File: config.mk
export PLATFORM = sky130hd
export DESIGN_NAME = tlul_sram_bist_host
export DESIGN_NICKNAME = d
export VERILOG_FILES = /design/src/rtl/tlul_sram_bist_host.sv
export SDC_FILE = /design/constraint.sdc
export NUM_CORES = 1
export LEC_CHECK = 0
export ABC_CLOCK_PERIOD_IN_PS = 5300
export BUFFER_PORTS_ARGS = -buffer_cell sky130_fd_sc_hd__buf_4
export CAP_MARGIN = 15
export CORE_UTILIZATION = 50
export CTS_CLUSTER_DIAMETER = 80
export DETAILED_ROUTE_END_ITERATION = 7
export PLACE_DENSITY = 0.85
export REMOVE_ABC_BUFFERS = 1
export SLEW_MARGIN = 20
export SYNTH_ARGS = -nofsm -noshare
export SYNTH_HDL_FRONTEND = slang
export SYNTH_HIERARCHICAL = 1
export SYNTH_SLANG_ARGS = --single-unit
export TNS_END_PERCENT = 30
File: constraint.sdc
create_clock -name clk_i -period 5.3 [get_ports clk_i]
set_input_delay 0.795 -clock clk_i [delete_from_list [all_inputs] [get_ports clk_i]]
set_output_delay 0.795 -clock clk_i [all_outputs]
set_load 0.1 [all_outputs]
File: src/rtl/tlul_sram_bist_host.sv
// tlul_sram_bist_host: TL-UL host that writes seed^address over a word range,
// reads it back and counts data mismatches and d_error responses.
package tlul_pkg;

    typedef enum logic [2:0] {
        PutFullData    = 3'h0,
        PutPartialData = 3'h1,
        Get            = 3'h4
    } tl_a_op_e;

    typedef enum logic [2:0] {
        AccessAck     = 3'h0,
        AccessAckData = 3'h1
    } tl_d_op_e;

    parameter logic [3:0] MuBi4False = 4'h9;

    typedef struct packed {
        logic [4:0] rsvd;
        logic [3:0] instr_type;
        logic [6:0] cmd_intg;
        logic [6:0] data_intg;
    } tl_a_user_t;

    typedef struct packed {
        logic       rsp_intg_unused_hi;
        logic [6:0] rsp_intg;
        logic [6:0] data_intg;
    } tl_d_user_t;

    typedef struct packed {
        logic        a_valid;
        tl_a_op_e    a_opcode;
        logic [2:0]  a_param;
        logic [1:0]  a_size;
        logic [7:0]  a_source;
        logic [31:0] a_address;
        logic [3:0]  a_mask;
        logic [31:0] a_data;
        tl_a_user_t  a_user;
        logic        d_ready;
    } tl_h2d_t;

    typedef struct packed {
        logic        d_valid;
        tl_d_op_e    d_opcode;
        logic [2:0]  d_param;
        logic [1:0]  d_size;
        logic [7:0]  d_source;
        logic        d_sink;
        logic [31:0] d_data;
        tl_d_user_t  d_user;
        logic        d_error;
        logic        a_ready;
    } tl_d2h_t;

    // Hamming check bits plus overall parity over a 57-bit payload.
    function automatic logic [6:0] secd(input logic [56:0] d);
        logic [6:0] p;
        p = '0;
        for (int j = 0; j < 57; j++) begin
            for (int i = 0; i < 6; i++) begin
                if ((((j + 1) >> i) & 1) != 0) p[i] = p[i] ^ d[j];
            end
            p[6] = p[6] ^ d[j];
        end
        return p;
    endfunction

endpackage

module tlul_cmd_intg_gen (
    input  tlul_pkg::tl_h2d_t tl_i,
    output tlul_pkg::tl_h2d_t tl_o
);
    always_comb begin
        tl_o = tl_i;
        tl_o.a_user.cmd_intg  = tlul_pkg::secd(57'({tl_i.a_user.instr_type, tl_i.a_address,
                                                     tl_i.a_opcode, tl_i.a_mask}));
        tl_o.a_user.data_intg = tlul_pkg::secd(57'(tl_i.a_data));
    end
endmodule

module tlul_sram_bist_host #(
    parameter int Outstanding = 2,
    parameter int CntW        = 16
) (
    input  logic              clk_i,
    input  logic              rst_ni,
    input  logic              start_i,
    input  logic [31:0]       base_addr_i,
    input  logic [CntW-1:0]   num_words_i,
    input  logic [31:0]       seed_i,
    output logic              busy_o,
    output logic              done_o,
    output logic              error_o,
    output logic [CntW-1:0]   err_count_o,
    output logic [31:0]       first_err_addr_o,
    output tlul_pkg::tl_h2d_t tl_o,
    input  tlul_pkg::tl_d2h_t tl_i
);
    import tlul_pkg::*;

    localparam int IfW = $clog2(Outstanding + 1);

    typedef enum logic [2:0] {Idle, Write, WDrain, Read, RDrain, Done} state_e;

    state_e          state, state_d;
    logic [31:0]     base, seed, first_err, a_addr, rsp_addr;
    logic [CntW-1:0] num, issue_idx, rsp_idx, err_cnt;
    logic [IfW-1:0]  inflight;
    logic            busy, done, active, reading, issuing, a_acc, d_acc, rsp_bad, start;
    tl_h2d_t         tl_pre;
    logic            unused_tl;

    assign start    = state == Idle && start_i;
    assign active   = state inside {Write, WDrain, Read, RDrain};
    assign reading  = state inside {Read, RDrain};
    assign issuing  = (state == Write || state == Read) && issue_idx < num
                      && inflight < IfW'(Outstanding);
    assign a_acc    = issuing && tl_i.a_ready;
    // A zero in-flight count guards against stray responses from an abandoned run.
    assign d_acc    = active && tl_i.d_valid && inflight != '0;
    assign a_addr   = base + 32'({issue_idx, 2'b00});
    assign rsp_addr = base + 32'({rsp_idx, 2'b00});
    assign rsp_bad  = d_acc && (tl_i.d_error || (reading && tl_i.d_data != (seed ^ rsp_addr)));

    always_ff @(posedge clk_i or negedge rst_ni) begin
        if (!rst_ni) state <= Idle;
        else         state <= state_d;
    end

    always_comb begin
        state_d = state;
        unique case (state)
            Idle:    if (start_i) state_d = num_words_i == '0 ? Done : Write;
            Write:   if (issue_idx == num) state_d = WDrain;
            WDrain:  if (inflight == '0) state_d = Read;
            Read:    if (issue_idx == num) state_d = RDrain;
            RDrain:  if (inflight == '0) state_d = Done;
            Done:    state_d = Idle;
            default: state_d = Idle;
        endcase
    end

    always_ff @(posedge clk_i or negedge rst_ni) begin
        if (!rst_ni) begin
            busy      <= 1'b0;
            done      <= 1'b0;
            base      <= '0;
            seed      <= '0;
            num       <= '0;
            issue_idx <= '0;
            rsp_idx   <= '0;
            inflight  <= '0;
            err_cnt   <= '0;
            first_err <= '0;
        end else begin
            busy <= state_d != Idle;
            done <= state == Done;
            if (start) begin
                base      <= {base_addr_i[31:2], 2'b00};
                seed      <= seed_i;
                num       <= num_words_i;
                issue_idx <= '0;
                rsp_idx   <= '0;
                inflight  <= '0;
                err_cnt   <= '0;
                first_err <= '0;
            end else begin
                if (state == WDrain && inflight == '0) begin
                    issue_idx <= '0;
                    rsp_idx   <= '0;
                end else begin
                    if (a_acc) issue_idx <= issue_idx + CntW'(1);
                    if (d_acc) rsp_idx <= rsp_idx + CntW'(1);
                end
                if (a_acc != d_acc) inflight <= a_acc ? inflight + IfW'(1) : inflight - IfW'(1);
                if (rsp_bad) begin
                    if (err_cnt != '1) err_cnt <= err_cnt + CntW'(1);
                    if (err_cnt == '0) first_err <= rsp_addr;
                end
            end
        end
    end

    always_comb begin
        tl_pre                   = '0;
        tl_pre.a_valid           = issuing;
        tl_pre.a_opcode          = state == Read ? Get : PutFullData;
        tl_pre.a_size            = 2'd2;
        tl_pre.a_source          = 8'(issue_idx % CntW'(Outstanding));
        tl_pre.a_address         = a_addr;
        tl_pre.a_mask            = 4'hF;
        tl_pre.a_data            = state == Read ? 32'd0 : seed ^ a_addr;
        tl_pre.a_user.instr_type = MuBi4False;
        tl_pre.d_ready           = 1'b1;
    end

    tlul_cmd_intg_gen u_intg (
        .tl_i(tl_pre),
        .tl_o(tl_o)
    );

    assign unused_tl = ^{tl_i.d_opcode, tl_i.d_param, tl_i.d_size, tl_i.d_source,
                         tl_i.d_sink, tl_i.d_user};

    assign busy_o           = busy;
    assign done_o           = done;
    assign error_o          = err_cnt != '0;
    assign err_count_o      = err_cnt;
    assign first_err_addr_o = first_err;
endmodule

==> metrics <==
multiplexer area fraction after synthesis 0.0341; number of port buffers 243; Syn Inst Count 1558; ys async rst share 1.00; Reg clk slew, reported paths 0.07 ns; post-synthesis sequential area ratio 0.301; Distinct cells, synth 82; Max-cap violations 0; Placement Rows 59; Total Wirelength 45.0 mm; Compound-Gate Fraction of Synth Area 0.105; Iteration-0 DRC Markers 1485; Die Ht 167 um; drt pass-1 iters 8; Syn Area/Cell 8.69 um^2; crit path cell chain ha_2, fa_2, a21o_1, a21oi_2, nor2b_1, o21a_1, o41ai_2, buf_4, o211ai_1, a41oi_1, buf_4, buf_6, or2_2, xnor2_1, nor2_1, xnor2_1, xor3_2, xnor2_2, xnor3_1, buf_12; first-pass GRT wire length 67.0 mm; CP top delay family XOR/XNOR gates; num ports 310; Primary FF master, synth dfrtp_1; Max Freq 170 MHz; RePlAce Congestion 0.957; Die Footprint 27700 um^2; critical path endpoint category primary output; GRT met1 Usage 0.401; Clock Latency Late Sink 0.44 ns; CP Class reg -> out; Initial Utilization 0.515; Global Route Usage Sum 0.312; Data arrival, critical path 5.10 ns; number of CTS-inserted buffers 17; cts-stage hold buffer count 0; GRT overflow 0; Core Area 26300 um^2; FILL cells 2025; Final Skew 0.0128 ns; largest family of logic cells by synthesized area XOR/XNOR gates; Final Hold Fails 0; Slowest Stage Delay on Critical Path 0.47 ns; Warnings, synthesis 6; final design utilization 0.652; final period utilization 1.11; met2 Use GR 0.504; Final #Nets 2037; Vias/cell 5.86; clk sinks 163; slew margin rel. 0.276; commonest non-fill, non-tap cells in the layout buf_4, nand2_1, dfrtp_1; failing checks DRC, setup timing; CP bufs+invs 4; pin count of the biggest net entering global routing 112; post-detail-place hpwl 33.0 mm; synthesis-stage register bit count 163; post-synthesis adder-cell area fraction 0.0510; Critical-path top delay cell xnor3_1; Final setup violation count 12; root buf cell clkbuf_16; Synth Area in Simple Gates 0.203; Post-synth EDFFs 0; slack of the critical path -0.594 ns; DRC 15; Inserted Diodes 0; DR WL/cell 20.6 um; min cycle time layout 5.89 ns; layout cells sized above 1 0.270; mapped cell area 13500 um^2; Post-Synth XOR/XNOR Area 0.217; Final ANT Viol Nets 0; initial antenna violation count 0; HP Class in -> async; most common cell after layout, fill and taps aside buf_4; Clock Tree Buf Depth 2; vias post-DR 12800; RSZ-0062 raised after global routing true; H-tree Lvls 4; busiest grt layer met2; Crit Path Max Fanout 5; final max-slew violation count 0; die width 167 um; Worst-Margin Slew 1.09 ns; met3 Use GR 0.0573; outcome finished with violations; vias in the first global route 12200; Reg2Reg Setup Slack 0.24 ns; critical path data required time 4.51 ns; CP Launch Type flip-flop; TritonCTS clock tree yes; Layout area overhead 26.6%
area by class of cell:
| type | instances | area (um^2) | area share |
|---|---|---|---|
| clock buffer | 19 | 443 | 0.0259 |
| clock inverter | 13 | 144 | 0.00840 |
| multi-input combinational | 1240 | 8960 | 0.523 |
| timing repair buffer | 373 | 2950 | 0.172 |
| sequential | 163 | 4080 | 0.238 |
| tap | 335 | 419 | 0.0245 |
| inverter | 38 | 143 | 0.00833 |
routing by layer:
layer / vias up / part of all wire
li1: 5718 / -
met1: 6150 / 0.39
met2: 757 / 0.47
met3: 149 / 0.091
met4: 0 / 0.053
met5: - / 0
path summary, 6_finish.rpt:
kind                                 startpoint                               end  cells past startpoint
max                         base[2]$_DFFE_PN0P_                           tl_o[7]                     20
min                                      rst_ni              base[26]$_DFFE_PN0P_                      1
max reg2reg                 base[2]$_DFFE_PN0P_  first_err_addr_o[24]$_DFFE_PN0P_                     16
min reg2reg                seed[29]$_DFFE_PN0P_              seed[29]$_DFFE_PN0P_                      2
max in group asynchronous                rst_ni         issue_idx[13]$_DFFE_PN0P_                      2
min in group clk_i         seed[29]$_DFFE_PN0P_              seed[29]$_DFFE_PN0P_                      2
registers in the layout, summed over array words and instances (netlist names), 2 cells and up:
signal,count
issue_idx,16
num,16
rsp_idx,16
state,3
inflight,2
err_count_o,16
base,30
seed,32
first_err_addr_o,30
through the flow:
step,hold WS [ns],instances,cell area (um^2),TNS (ns),setup WS [ns]
after floorplan,0.452,1441,12700,-418.32,-4.17
after CTS,0.382,2167,16700,-3.86,-0.459
after global routing,0.418,2181,17100,-6.35,-0.700
final,0.366,2181,17100,-4.93,-0.594
after detailed placement,0.486,2121,15700,-1.21,-0.315
after global placement,0.471,2121,15700,-0.165,-0.128
cells in the mapped netlist (34+ instances only):
cell type	n	share of area
a21oi_1	49	0.018
dfrtp_1	163	0.30
nor2_1	104	0.029
inv_1	38	0.011
xor2_1	65	0.042
clkbuf_1	53	0.015
nand2_1	303	0.084
nand3_1	34	0.013
o21ai_0	51	0.019
xnor2_1	178	0.12
buf_4	100	0.055
mux2i_1	36	0.027
ha_1	52	0.048
kinds of logic (layout without fill, tap and decap cells):
| group | after synthesis | count (layout) |
|---|---|---|
| other cells | 2 | 50 |
| mux | 43 | 43 |
| compound gates | 214 | 214 |
| buf+inv | 203 | 443 |
| flops | 163 | 163 |
| xor+xnor | 280 | 280 |
| simple gates | 599 | 599 |
| fa+ha+maj | 54 | 54 |
repair_timing:
action,4_1_cts,5_1_grt
cloned,0,0
gates resized for setup,57,52
pin swaps,36,40
endpoints found under the hold margin,0,0
endpoints found under the setup margin,13,20
setup buffers,14,14
Power is left out: the tool's default activity adds up to more than one toggle a clock period on the data nets, which glitch-free logic cannot reach.
